**config.mk**
```make
export PLATFORM = sky130hd
export DESIGN_NAME = uart_core_param
export DESIGN_NICKNAME = d
export VERILOG_FILES = /design/src/rtl/uart_core_param.sv
export SDC_FILE = /design/constraint.sdc
export NUM_CORES = 1
export LEC_CHECK = 0
export ABC_AREA = 0
export BUFFER_PORTS_ARGS = -buffer_cell sky130_fd_sc_hd__buf_2
export CAP_MARGIN = 10
export CORE_MARGIN = 1.5
export CORE_UTILIZATION = 39
export CTS_BUF_LIST = sky130_fd_sc_hd__clkbuf_16
export DETAILED_ROUTE_END_ITERATION = 6
export MAX_ROUTING_LAYER = met4
export PLACE_DENSITY = 0.62
export SLEW_MARGIN = 30
export SYNTH_ARGS = -nofsm -noshare
export SYNTH_HDL_FRONTEND = slang
export SYNTH_SLANG_ARGS = --single-unit
```
**constraint.sdc**
```tcl
create_clock -name clk -period 3.64 [get_ports clk]
set_clock_uncertainty 0.05 [all_clocks]
set_input_delay 0.91 -clock clk [delete_from_list [all_inputs] [get_ports clk]]
set_output_delay 0.91 -clock clk [all_outputs]
set_load 0.01 [all_outputs]
```
**src/rtl/uart_core_param.sv**
```systemverilog
`default_nettype none
// ============================================================================
// Module   : uart_core_param_fifo
// Purpose  : Synchronous first-word-fall-through FIFO used by both UART paths.
// Ports    : clk, reset (async, active-high)
//            wr_en/wr_data   - push side; a push while full only lands when a
//                              pop happens in the same cycle
//            rd_en/rd_data   - pop side; rd_data shows the head entry
//                              combinationally and reads 0 while empty
//            full, empty, count - occupancy status
// Revision : 1.0 - initial release
// ============================================================================
module uart_core_param_fifo #(
    parameter int WIDTH  = 8,
    parameter int ADDR_W = 4
) (
    input  logic              clk,
    input  logic              reset,
    input  logic              wr_en,
    input  logic [WIDTH-1:0]  wr_data,
    input  logic              rd_en,
    output logic [WIDTH-1:0]  rd_data,
    output logic              full,
    output logic              empty,
    output logic [ADDR_W:0]   count
);
    localparam int              c_depth    = 2 ** ADDR_W;
    localparam logic [ADDR_W:0] c_full_cnt = {1'b1, {ADDR_W{1'b0}}};

    logic [WIDTH-1:0]  r_mem [c_depth];
    logic [ADDR_W-1:0] r_wr_ptr;
    logic [ADDR_W-1:0] r_rd_ptr;
    logic [ADDR_W:0]   r_count;
    logic              w_do_wr;
    logic              w_do_rd;

    assign full    = (r_count == c_full_cnt);
    assign empty   = (r_count == '0);
    assign count   = r_count;
    assign w_do_rd = rd_en && !empty;
    // When full, a push is only accepted alongside a pop (full implies non-empty).
    assign w_do_wr = wr_en && (!full || rd_en);
    assign rd_data = empty ? '0 : r_mem[r_rd_ptr];

    always_ff @(posedge clk) begin
        if (w_do_wr) begin
            r_mem[r_wr_ptr] <= wr_data;
        end
    end

    always_ff @(posedge clk or posedge reset) begin
        if (reset) begin
            r_wr_ptr <= '0;
            r_rd_ptr <= '0;
            r_count  <= '0;
        end else begin
            if (w_do_wr) begin
                r_wr_ptr <= r_wr_ptr + 1'b1;
            end
            if (w_do_rd) begin
                r_rd_ptr <= r_rd_ptr + 1'b1;
            end
            if (w_do_wr && !w_do_rd) begin
                r_count <= r_count + 1'b1;
            end else if (!w_do_wr && w_do_rd) begin
                r_count <= r_count - 1'b1;
            end
        end
    end
endmodule

// ============================================================================
// Module   : uart_core_param
// Purpose  : Full-duplex UART with shared 16x baud generator, TX and RX FIFOs,
//            runtime parity, 1/2 stop bits, sticky error flags, false-start
//            rejection and internal loopback.
// Ports    : clk, reset (async, active-high)
//            baud_div    - tick every baud_div+1 clocks (16 ticks per bit)
//            parity_mode - 00/11 none, 01 odd, 10 even
//            loopback    - internal TX feeds RX, tx pin held high
//            tx_wr_en/tx_data, tx_full, tx_count, tx_busy - transmit side
//            rx_rd_en, rx_data, rx_empty, rx_count        - receive side
//            rx, tx      - serial pins
//            err_clr, parity_err, frame_err, overrun      - sticky errors
// Revision : 1.0 - initial release
// ============================================================================
module uart_core_param #(
    parameter int DATA_BITS   = 8,
    parameter int STOP_BITS   = 1,
    parameter int FIFO_ADDR_W = 4
) (
    input  logic                   clk,
    input  logic                   reset,
    input  logic [15:0]            baud_div,
    input  logic [1:0]             parity_mode,
    input  logic                   loopback,
    input  logic                   tx_wr_en,
    input  logic [DATA_BITS-1:0]   tx_data,
    output logic                   tx_full,
    output logic [FIFO_ADDR_W:0]   tx_count,
    output logic                   tx_busy,
    input  logic                   rx_rd_en,
    output logic [DATA_BITS-1:0]   rx_data,
    output logic                   rx_empty,
    output logic [FIFO_ADDR_W:0]   rx_count,
    input  logic                   rx,
    output logic                   tx,
    input  logic                   err_clr,
    output logic                   parity_err,
    output logic                   frame_err,
    output logic                   overrun
);
    localparam logic [2:0] c_st_idle   = 3'd0;
    localparam logic [2:0] c_st_start  = 3'd1;
    localparam logic [2:0] c_st_data   = 3'd2;
    localparam logic [2:0] c_st_parity = 3'd3;
    localparam logic [2:0] c_st_stop   = 3'd4;

    localparam logic [3:0] c_last_bit = 4'(DATA_BITS - 1);
    localparam logic       c_two_stop = (STOP_BITS == 2);

    // ------------------------------------------------------------------
    // Baud tick. The limit is reloaded only on a wrap so a baud_div change
    // never truncates or stretches the period already in progress.
    // ------------------------------------------------------------------
    logic [15:0] r_baud_cnt;
    logic [15:0] r_baud_lim;
    logic        w_tick;

    assign w_tick = (r_baud_cnt == r_baud_lim);

    always_ff @(posedge clk or posedge reset) begin
        if (reset) begin
            r_baud_cnt <= '0;
            r_baud_lim <= '0;
        end else if (w_tick) begin
            r_baud_cnt <= '0;
            r_baud_lim <= baud_div;
        end else begin
            r_baud_cnt <= r_baud_cnt + 1'b1;
        end
    end

    logic w_par_en;
    logic w_par_odd;

    assign w_par_en  = (parity_mode == 2'b01) || (parity_mode == 2'b10);
    assign w_par_odd = (parity_mode == 2'b01);

    // ------------------------------------------------------------------
    // Transmit path
    // ------------------------------------------------------------------
    logic                 w_tx_pop;
    logic                 w_tx_empty;
    logic [DATA_BITS-1:0] w_tx_head;

    logic [2:0]           r_tx_state;
    logic [3:0]           r_tx_tick;
    logic [3:0]           r_tx_bit;
    logic [DATA_BITS-1:0] r_tx_shift;
    logic                 r_tx_par_en;
    logic                 r_tx_par;
    logic                 r_tx_stop2;
    logic                 r_tx_line;
    logic                 w_tx_bit_end;

    uart_core_param_fifo #(
        .WIDTH  (DATA_BITS),
        .ADDR_W (FIFO_ADDR_W)
    ) u_tx_fifo (
        .clk     (clk),
        .reset   (reset),
        .wr_en   (tx_wr_en),
        .wr_data (tx_data),
        .rd_en   (w_tx_pop),
        .rd_data (w_tx_head),
        .full    (tx_full),
        .empty   (w_tx_empty),
        .count   (tx_count)
    );

    assign w_tx_pop     = (r_tx_state == c_st_idle) && !w_tx_empty;
    assign w_tx_bit_end = w_tick && (r_tx_tick == 4'd15);

    always_ff @(posedge clk or posedge reset) begin
        if (reset) begin
            r_tx_state  <= c_st_idle;
            r_tx_tick   <= '0;
            r_tx_bit    <= '0;
            r_tx_shift  <= '0;
            r_tx_par_en <= 1'b0;
            r_tx_par    <= 1'b0;
            r_tx_stop2  <= 1'b0;
            r_tx_line   <= 1'b1;
        end else begin
            // The 4-bit tick counter wraps 15->0 on its own at each bit boundary.
            if (w_tick) begin
                r_tx_tick <= r_tx_tick + 1'b1;
            end
            case (r_tx_state)
                c_st_idle: begin
                    r_tx_tick <= '0;
                    r_tx_line <= 1'b1;
                    if (w_tx_pop) begin
                        r_tx_shift  <= w_tx_head;
                        r_tx_par_en <= w_par_en;
                        r_tx_par    <= (^w_tx_head) ^ w_par_odd;
                        r_tx_line   <= 1'b0;
                        r_tx_state  <= c_st_start;
                    end
                end
                c_st_start: begin
                    if (w_tx_bit_end) begin
                        r_tx_line  <= r_tx_shift[0];
                        r_tx_shift <= r_tx_shift >> 1;
                        r_tx_bit   <= '0;
                        r_tx_state <= c_st_data;
                    end
                end
                c_st_data: begin
                    if (w_tx_bit_end) begin
                        if (r_tx_bit == c_last_bit) begin
                            if (r_tx_par_en) begin
                                r_tx_line  <= r_tx_par;
                                r_tx_state <= c_st_parity;
                            end else begin
                                r_tx_line  <= 1'b1;
                                r_tx_stop2 <= 1'b0;
                                r_tx_state <= c_st_stop;
                            end
                        end else begin
                            r_tx_line  <= r_tx_shift[0];
                            r_tx_shift <= r_tx_shift >> 1;
                            r_tx_bit   <= r_tx_bit + 1'b1;
                        end
                    end
                end
                c_st_parity: begin
                    if (w_tx_bit_end) begin
                        r_tx_line  <= 1'b1;
                        r_tx_stop2 <= 1'b0;
                        r_tx_state <= c_st_stop;
                    end
                end
                c_st_stop: begin
                    if (w_tx_bit_end) begin
                        if (c_two_stop && !r_tx_stop2) begin
                            r_tx_stop2 <= 1'b1;
                        end else begin
                            r_tx_state <= c_st_idle;
                        end
                    end
                end
                default: begin
                    r_tx_line  <= 1'b1;
                    r_tx_state <= c_st_idle;
                end
            endcase
        end
    end

    assign tx      = loopback ? 1'b1 : r_tx_line;
    assign tx_busy = (r_tx_state != c_st_idle);

    // ------------------------------------------------------------------
    // Receive path. The loopback mux sits ahead of the synchroniser so
    // both sources share one sampling path.
    // ------------------------------------------------------------------
    logic r_rx_s1;
    logic r_rx_s2;

    always_ff @(posedge clk or posedge reset) begin
        if (reset) begin
            r_rx_s1 <= 1'b1;
            r_rx_s2 <= 1'b1;
        end else begin
            r_rx_s1 <= loopback ? r_tx_line : rx;
            r_rx_s2 <= r_rx_s1;
        end
    end

    logic [2:0]           r_rx_state;
    logic [3:0]           r_rx_tick;
    logic [3:0]           r_rx_bit;
    logic [DATA_BITS-1:0] r_rx_shift;
    logic                 r_rx_par_en;
    logic                 r_rx_odd;
    logic                 r_rx_par_bad;
    logic                 w_rx_sample;
    logic                 w_rx_mid;
    logic                 w_rx_done;
    logic                 w_rx_full;

    // Half a bit into START, then every 16 ticks: always mid-bit.
    assign w_rx_mid    = w_tick && (r_rx_tick == 4'd7);
    assign w_rx_sample = w_tick && (r_rx_tick == 4'd15);
    assign w_rx_done   = (r_rx_state == c_st_stop) && w_rx_sample;

    always_ff @(posedge clk or posedge reset) begin
        if (reset) begin
            r_rx_state   <= c_st_idle;
            r_rx_tick    <= '0;
            r_rx_bit     <= '0;
            r_rx_shift   <= '0;
            r_rx_par_en  <= 1'b0;
            r_rx_odd     <= 1'b0;
            r_rx_par_bad <= 1'b0;
        end else begin
            if (w_tick) begin
                r_rx_tick <= r_rx_tick + 1'b1;
            end
            case (r_rx_state)
                c_st_idle: begin
                    r_rx_tick <= '0;
                    if (!r_rx_s2) begin
                        r_rx_par_en  <= w_par_en;
                        r_rx_odd     <= w_par_odd;
                        r_rx_par_bad <= 1'b0;
                        r_rx_state   <= c_st_start;
                    end
                end
                c_st_start: begin
                    if (w_rx_mid) begin
                        r_rx_tick <= '0;
                        if (r_rx_s2) begin
                            // Line went back high: a glitch, not a start bit.
                            r_rx_state <= c_st_idle;
                        end else begin
                            r_rx_bit   <= '0;
                            r_rx_state <= c_st_data;
                        end
                    end
                end
                c_st_data: begin
                    if (w_rx_sample) begin
                        r_rx_shift <= {r_rx_s2, r_rx_shift[DATA_BITS-1:1]};
                        if (r_rx_bit == c_last_bit) begin
                            r_rx_state <= r_rx_par_en ? c_st_parity : c_st_stop;
                        end else begin
                            r_rx_bit <= r_rx_bit + 1'b1;
                        end
                    end
                end
                c_st_parity: begin
                    if (w_rx_sample) begin
                        r_rx_par_bad <= r_rx_s2 ^ (^r_rx_shift) ^ r_rx_odd;
                        r_rx_state   <= c_st_stop;
                    end
                end
                c_st_stop: begin
                    // Only the first stop bit is checked; return at once so a
                    // following frame is never missed.
                    if (w_rx_sample) begin
                        r_rx_state <= c_st_idle;
                    end
                end
                default: begin
                    r_rx_state <= c_st_idle;
                end
            endcase
        end
    end

    uart_core_param_fifo #(
        .WIDTH  (DATA_BITS),
        .ADDR_W (FIFO_ADDR_W)
    ) u_rx_fifo (
        .clk     (clk),
        .reset   (reset),
        .wr_en   (w_rx_done),
        .wr_data (r_rx_shift),
        .rd_en   (rx_rd_en),
        .rd_data (rx_data),
        .full    (w_rx_full),
        .empty   (rx_empty),
        .count   (rx_count)
    );

    // ------------------------------------------------------------------
    // Sticky error flags; a new error beats a simultaneous clear.
    // ------------------------------------------------------------------
    logic w_par_set;
    logic w_frm_set;
    logic w_ovr_set;
    logic r_parity_err;
    logic r_frame_err;
    logic r_overrun;

    assign w_par_set = w_rx_done && r_rx_par_bad;
    assign w_frm_set = w_rx_done && !r_rx_s2;
    assign w_ovr_set = w_rx_done && w_rx_full && !rx_rd_en;

    always_ff @(posedge clk or posedge reset) begin
        if (reset) begin
            r_parity_err <= 1'b0;
            r_frame_err  <= 1'b0;
            r_overrun    <= 1'b0;
        end else begin
            r_parity_err <= w_par_set || (r_parity_err && !err_clr);
            r_frame_err  <= w_frm_set || (r_frame_err && !err_clr);
            r_overrun    <= w_ovr_set || (r_overrun && !err_clr);
        end
    end

    assign parity_err = r_parity_err;
    assign frame_err  = r_frame_err;
    assign overrun    = r_overrun;
endmodule
`default_nettype wire

```
==> impl_metrics.py, run 1 <==
metrics = {
    "status": {
        "outcome": "completed",
    },
    "grt": {
        "globalRouteOverflowTotal": 0,
        "antenna_found_initial": 0,
        "grt_max_degree": 45,
        "grt_pass1_wl_um": 47400,
        "gr-usage-all-layers_pct": 15.4,
        "grt_pass1_vias": 8440,
    },
    "finish": {
        "final_nets": 1116,
        "mostFrequentLayoutCells": "256 x edfxtp_1, 102 x dfrtp_1, 73 x nor2_1",
        "nFillCells": 3364,
        "area_growth_pct": 16.0,
        "utilization_pct": 46.1,
        "layout_commonest_cell": "edfxtp_1",
        "layout-drive-gt1-share_pct": 24.6,
        "diodes": 0,
    },
    "routing": {
        "drtPass1Iterations": 4,
        "drt_iter0_drc": 425,
        "wl_met3_um": 1170,
        "route.met2.wl_um": 14900,
        "via_count": 8116,
        "drt-met1-wl_um": 13000,
        "drc_errors": 0,
        "ant_nets": 0,
        "wl_per_cell_um": 18.4,
        "dr.max_layer_used": "met4",
        "wl_um": 29600,
        "via_per_inst": 5.05,
    },
    "logic_synthesis": {
        "synth_edf_count": 256,
        "synth_cell_types": 61,
        "ys_top_cells_by_area": "edfxtp_1 50%, dfrtp_1 17%, mux4_2 8.7%, xnor2_1 2.9%, mux4_1 2.4%",
        "synthCells": 947,
        "yosys.area.top_type_share_pct": 49.7,
        "yosys_warnings": 0,
        "ys_seq_area_share_pct": 67.0,
        "syn_avg_cell_area_um2": 16.3,
        "syn_area_um2": 15500,
        "yosysTopAreaCell": "edfxtp_1",
        "synth-main-ff-cell": "edfxtp_1",
        "ys_async_sr_fraction_pct": 29.5,
        "syn_nets": 1006,
        "ys_ff_latch": 363,
    },
    "power_and_ir_drop": {
        "peakVddDrop_uv": 415,
        "p_leak_uw": 0.00701,
        "powerDensity_nw_per_um2": 570,
    },
    "floorplanning": {
        "row_count": 72,
        "die_w_um": 202,
        "coreArea_um2": 38900,
        "die-area_um2": 40900,
        "start_util_pct": 39.8,
        "ios": 58,
        "die-height_um": 202,
    },
    "critical_path": {
        "worst-path-max-fanout": 18,
        "critPathMostFrequentCell": "mux4_2",
        "worstSetupPathDepth": 5,
        "path_buf_inv": 2,
        "slowest_delay_ns": 0.54,
        "worst_setup_path_end_kind": "primary output",
        "worst_ep_arrival_time_ns": 2.52,
        "cp.required_ns": 2.68,
        "reg2reg_depth": 11,
        "cp_cell_sequence": "buf_12 -> mux4_2 -> mux4_2 -> nor2b_1 -> buf_2",
        "start_kind": "flop",
        "crit_type": "reg -> out",
        "crit_slowest_cell": "mux4_2",
        "path_delay_family": "multiplexers",
    },
    "clocking": {
        "ctsLongestPathBuffers": 3,
        "ctsHoldBuffers": 0,
        "worstSkewPairLatency_ns": 0.54,
        "cts.sinks": 363,
        "numCtsBuffers": 40,
        "cts.reportedPaths.clkPinSlew_ns": 0.06,
        "cts_tree": "done",
        "cts_root_buffer": "clkbuf_16",
        "htreeDepth": 2,
    },
    "sta": {
        "min_period_ns": 3.48,
        "final_max_slew_viol_count": 0,
        "rsz0062_at_grt": "false",
        "hold_viol": 0,
        "min_period_over_period_pct": 95.7,
        "fmax_mhz": 287,
        "worst_slew_pin_slew_ns": 0.794,
        "relSlewSlack_pct": 46.9,
        "timing.setup.tns_ns": 0,
        "setup_viol": 0,
    },
    "hold_path": {
        "hold_depth": 0,
        "hp-class": "reg -> reg",
    },
    "placement": {
        "gp_congestion": 0.757,
        "port_buffers": 57,
        "dp_hpwl_um": 19600,
    },
    "run": {
        "max_cap_viol_count": 0,
    },
}
==> registers in the layout (all words and copies together) (netlist names), 5 cells and up <==
signal,cells
r_tx_shift,8
r_baud_lim,16
u_tx_fifo.r_mem,128
r_rx_shift,8
u_rx_fifo.r_mem,128
u_rx_fifo.count,5
r_baud_cnt,16
u_tx_fifo.count,5
==> logic make-up after synthesis <==
group	count (synthesis)	synth area share [%]
compound gates	86	3.39
xor+xnor	73	4.27
fa+ha+maj	26	2.20
buf+inv	60	1.88
flops	363	67.0
mux	117	14.1
simple gates	222	7.14
==> worst register-to-register path, stage by stage, from the launching register on <==
cell and delay, ns:
dfrtp_1 0.45, or4_1 0.57, or3b_2 0.51, nor3b_4 0.19, ha_1 0.22, inv_1 0.15, ha_1 0.29, a21o_1 0.20
a21oi_1 0.18, xnor2_1 0.14, nor2_1 0.06, xor2_1 0.14
==> stage by stage <==
step	area (µm²)	instances	power [µW]	worst slack, ns	hold WS (ns)
after CTS	18000	1607	10400	0.107	0.314
after global placement	16700	1532	6380	0.402	0.301
after global routing	18000	1607	10700	0.0647	0.320
after floorplan	15500	947	5930	0.316	0.295
after detailed placement	16700	1532	6410	0.371	0.298
final	18000	1607	10200	0.158	0.312
==> metal layers <==
metal  track usage, %  up-vias
li1                 -     3841
met1             19.5     4104
met2             25.7      129
met3             2.66       42
met4             4.13        0
met5                -        -
==> cells in the mapped netlist, types with 7 or more instances <==
master / count
a21o_1: 7
a21oi_1: 26
a22oi_1: 7
and3_1: 11
buf_1: 8
clkbuf_1: 21
dfrtp_1: 104
edfxtp_1: 256
ha_1: 24
inv_1: 22
mux2_2: 30
mux2i_1: 13
mux4_1: 14
mux4_2: 60
nand2_1: 49
nand2b_1: 14
nand3_1: 16
nand4_1: 11
nor2_1: 73
nor2b_1: 14
nor3_1: 15
o21ai_0: 25
xnor2_1: 51
xor2_1: 20
==> power breakdown <==
group	total [µW]	internal (µW)	switching [µW]	leakage (µW)
clock	3920	2300	1620	0.000667
combinational	1360	660	698	0.00234
sequential	4950	4700	247	0.00400
total	10200	7660	2570	0.00701
==> path summary, 6_finish.rpt <==
kind | to | from | slack [ns]
max in group asynchronous | r_tx_line$_DFFE_PP1P_ | reset | 2.37
setup reg to reg | u_rx_fifo.count[4]$_DFFE_PP0P_ | u_rx_fifo.count[0]$_DFFE_PP0P_ | 0.39
hold reg to reg | r_rx_s2$_DFF_PP1_ | r_rx_s1$_DFF_PP1_ | 0.31
min in group asynchronous | frame_err$_DFF_PP0_ | reset | 0.45
hold / removal | r_rx_s2$_DFF_PP1_ | r_rx_s1$_DFF_PP1_ | 0.31
setup / recovery | rx_data[6] | u_rx_fifo.r_rd_ptr[0]$_DFFE_PP0P_ | 0.16
==> area by class of cell <==
type	count	area [µm²]	share of cell area, %
Sequential cell	363	10400	57.8
Multi-Input combinational cell	524	4820	26.8
Clock buffer	40	1000	5.57
Timing Repair Buffer	106	741	4.13
Tap cell	518	648	3.61
Clock inverter	34	288	1.60
Inverter	22	86.3	0.481
==> timing repair <==
item / 4_1_cts / 5_1_grt
buffers inserted: 1 / 0
resized for setup: 1 / 0
endpoints found under the hold margin: 0 / 0
setup endpoints to repair: 7 / 0
Power figures use the tool's default switching activity.
==> run 2: changes to the inputs <==
==> constraint.sdc (replaced) <==
create_clock -name clk -period 3.64 [get_ports clk]
set_clock_uncertainty 0.05 [all_clocks]
set_input_delay 0.364 -clock clk [delete_from_list [all_inputs] [get_ports clk]]
set_output_delay 0.364 -clock clk [all_outputs]
set_load 0.01 [all_outputs]
==> impl_metrics.py, run 2 (synthesis results as in run 1) <==
metrics = {
    "status": {
        "outcome": "completed",
    },
    "finish": {
        "area_growth_pct": 15.1,
        "final_nets": 1116,
        "layout-drive-gt1-share_pct": 23.8,
        "mostFrequentLayoutCells": "256 x edfxtp_1, 102 x dfrtp_1, 73 x nor2_1",
        "layout_commonest_cell": "edfxtp_1",
        "final_cell_area_um2": 17800,
        "top_regs": "u_rx_fifo.r_mem: 128 flops, u_tx_fifo.r_mem: 128 flops",
        "diodes": 0,
    },
    "floorplanning": {
        "die-area_um2": 40900,
        "coreArea_um2": 38900,
        "ios": 58,
        "die-height_um": 202,
        "die_w_um": 202,
        "row_count": 72,
        "start_util_pct": 39.8,
    },
    "critical_path": {
        "worst_ep_arrival_time_ns": 3.67,
        "worst-path-max-fanout": 7,
        "cp.required_ns": 4.02,
        "critPathLaunch": "r_baud_cnt[6]$_DFF_PP0_",
        "crit_type": "reg -> reg",
        "reg2reg_from": "r_baud_cnt[6]$_DFF_PP0_",
        "start_kind": "flop",
        "worst_setup_path_end_kind": "flop",
    },
    "hold_path": {
        "hp-class": "in -> reg",
        "min_from": "baud_div[6]",
    },
    "sta": {
        "rsz0062_at_grt": "false",
        "final_max_slew_viol_count": 0,
        "fmax_mhz": 303,
        "setup_viol": 0,
        "min_period_ns": 3.30,
        "hold_viol": 0,
        "min_period_over_period_pct": 90.6,
        "timing.setup.tns_ns": 0,
        "worst_slew_pin_slew_ns": 0.868,
        "relSlewSlack_pct": 41.9,
    },
    "clocking": {
        "ctsLongestPathBuffers": 3,
        "ctsResizeCount": 0,
        "cts.sinks": 363,
        "cts_root_buffer": "clkbuf_16",
        "htreeDepth": 2,
        "post-cts-setup-buffers": 0,
        "numCtsBuffers": 39,
        "worstSkewPairLatency_ns": 0.54,
        "cts_tree": "done",
        "cts.reportedPaths.clkPinSlew_ns": 0.06,
    },
    "grt": {
        "use_met1_pct": 19.8,
        "grt_pass1_wl_um": 47500,
        "grt_use_met2_pct": 25.5,
        "grt_max_degree": 67,
        "grt_pass1_vias": 8374,
        "gr-usage-all-layers_pct": 15.4,
        "grtUsageMet3_pct": 2.53,
        "grt-busiest-layer": "met2",
        "globalRouteOverflowTotal": 0,
        "antenna_found_initial": 0,
    },
    "routing": {
        "via_per_inst": 5.07,
        "drc_errors": 0,
        "drtPass1Iterations": 5,
        "drt_iter0_drc": 427,
        "via_count": 8148,
        "wl_per_cell_um": 18.5,
        "ant_nets": 0,
        "wl_um": 29700,
    },
    "power_and_ir_drop": {
        "powerDensity_nw_per_um2": 558,
        "peakVddDrop_uv": 486,
        "p_leak_uw": 0.00696,
    },
    "placement": {
        "placed_area_um2": 16600,
        "port_buffers": 57,
        "dp_hpwl_um": 19700,
        "gp_congestion": 0.763,
    },
    "run": {
        "max_cap_viol_count": 0,
    },
}
[run 2: changes by cell type in the layout (fill, tap and decap cells not counted), moves of 3 or more]
cell / previous run / this run
dlygate4sd3_1: 0 / 6
buf_12: 7 / 3
bufinv_16: 4 / 1
inv_1: 31 / 34
[run 2: routing by layer]
layer | vias up | part of all wire, %
li1 | 3825 | -
met1 | 4137 | 44
met2 | 146 | 50
met3 | 40 | 3.4
met4 | 0 | 1.9
met5 | - | 0
[run 2: worst paths after layout]
path	endpoint	slack, ns	cells after the start
setup / recovery	u_rx_fifo.count[4]$_DFFE_PP0P_	0.34	13
hold / removal	r_baud_lim[6]$_DFFE_PP0N_	0.02	2
setup reg to reg	u_rx_fifo.count[4]$_DFFE_PP0P_	0.34	13
hold reg to reg	r_rx_s2$_DFF_PP1_	0.31	0
max in group asynchronous	u_rx_fifo.r_rd_ptr[0]$_DFFE_PP0P_	2.28	4
min in group asynchronous	r_baud_lim[1]$_DFFE_PP0N_	0.50	3
[run 2: cell type report]
| cell class | count | area [µm²] |
|---|---|---|
| Multi-Input combinational cell | 524 | 4820 |
| Tap cell | 518 | 648 |
| Timing Repair Buffer | 107 | 713 |
| Clock buffer | 39 | 976 |
| Sequential cell | 363 | 10400 |
| Fill cell | 3422 | 21100 |
| Clock inverter | 33 | 209 |
| Inverter | 22 | 85.1 |
[run 2: where the power goes]
group,internal [µW],leakage [µW],total [µW],switching (µW)
Combinational,630,0.00232,1300,674
Sequential,4690,0.00400,4980,288
Clock,2040,0.000629,3650,1610
Total,7360,0.00696,9940,2580
[run 2: worst max-delay path, stage by stage (launching register included)]
cell     delay, ns
dfrtp_1       0.45
xnor2_1       0.16
nand4_1       0.16
nor4_4        0.41
nand4_4       0.24
nor3b_4       0.27
ha_1          0.22
inv_1         0.11
fa_1          0.42
a21o_1        0.17
a21oi_1       0.19
xnor2_1       0.14
nor2_1        0.06
xor2_1        0.14
[run 2: per-stage QoR]
stage / std cells / hold slack [ns] / utilization, % / worst slack [ns] / total power [µW]
after floorplan: 947 / 0.295 / - / 0.333 / 5930
after detailed placement: 1528 / 0.298 / 42.6 / 0.308 / 6400
final: 1606 / 0.0250 / 45.8 / 0.343 / 9940
after CTS: 1606 / 0.00470 / 45.8 / 0.299 / 10100
after global placement: 1528 / 0.299 / 42.6 / 0.339 / 6370
after global routing: 1606 / 0.0114 / 45.8 / 0.149 / 10400
[run 2: timing repair]
action	CTS	global route
hold buffers	6	0
endpoints found under the hold margin	67	0
setup endpoints to repair	0	0
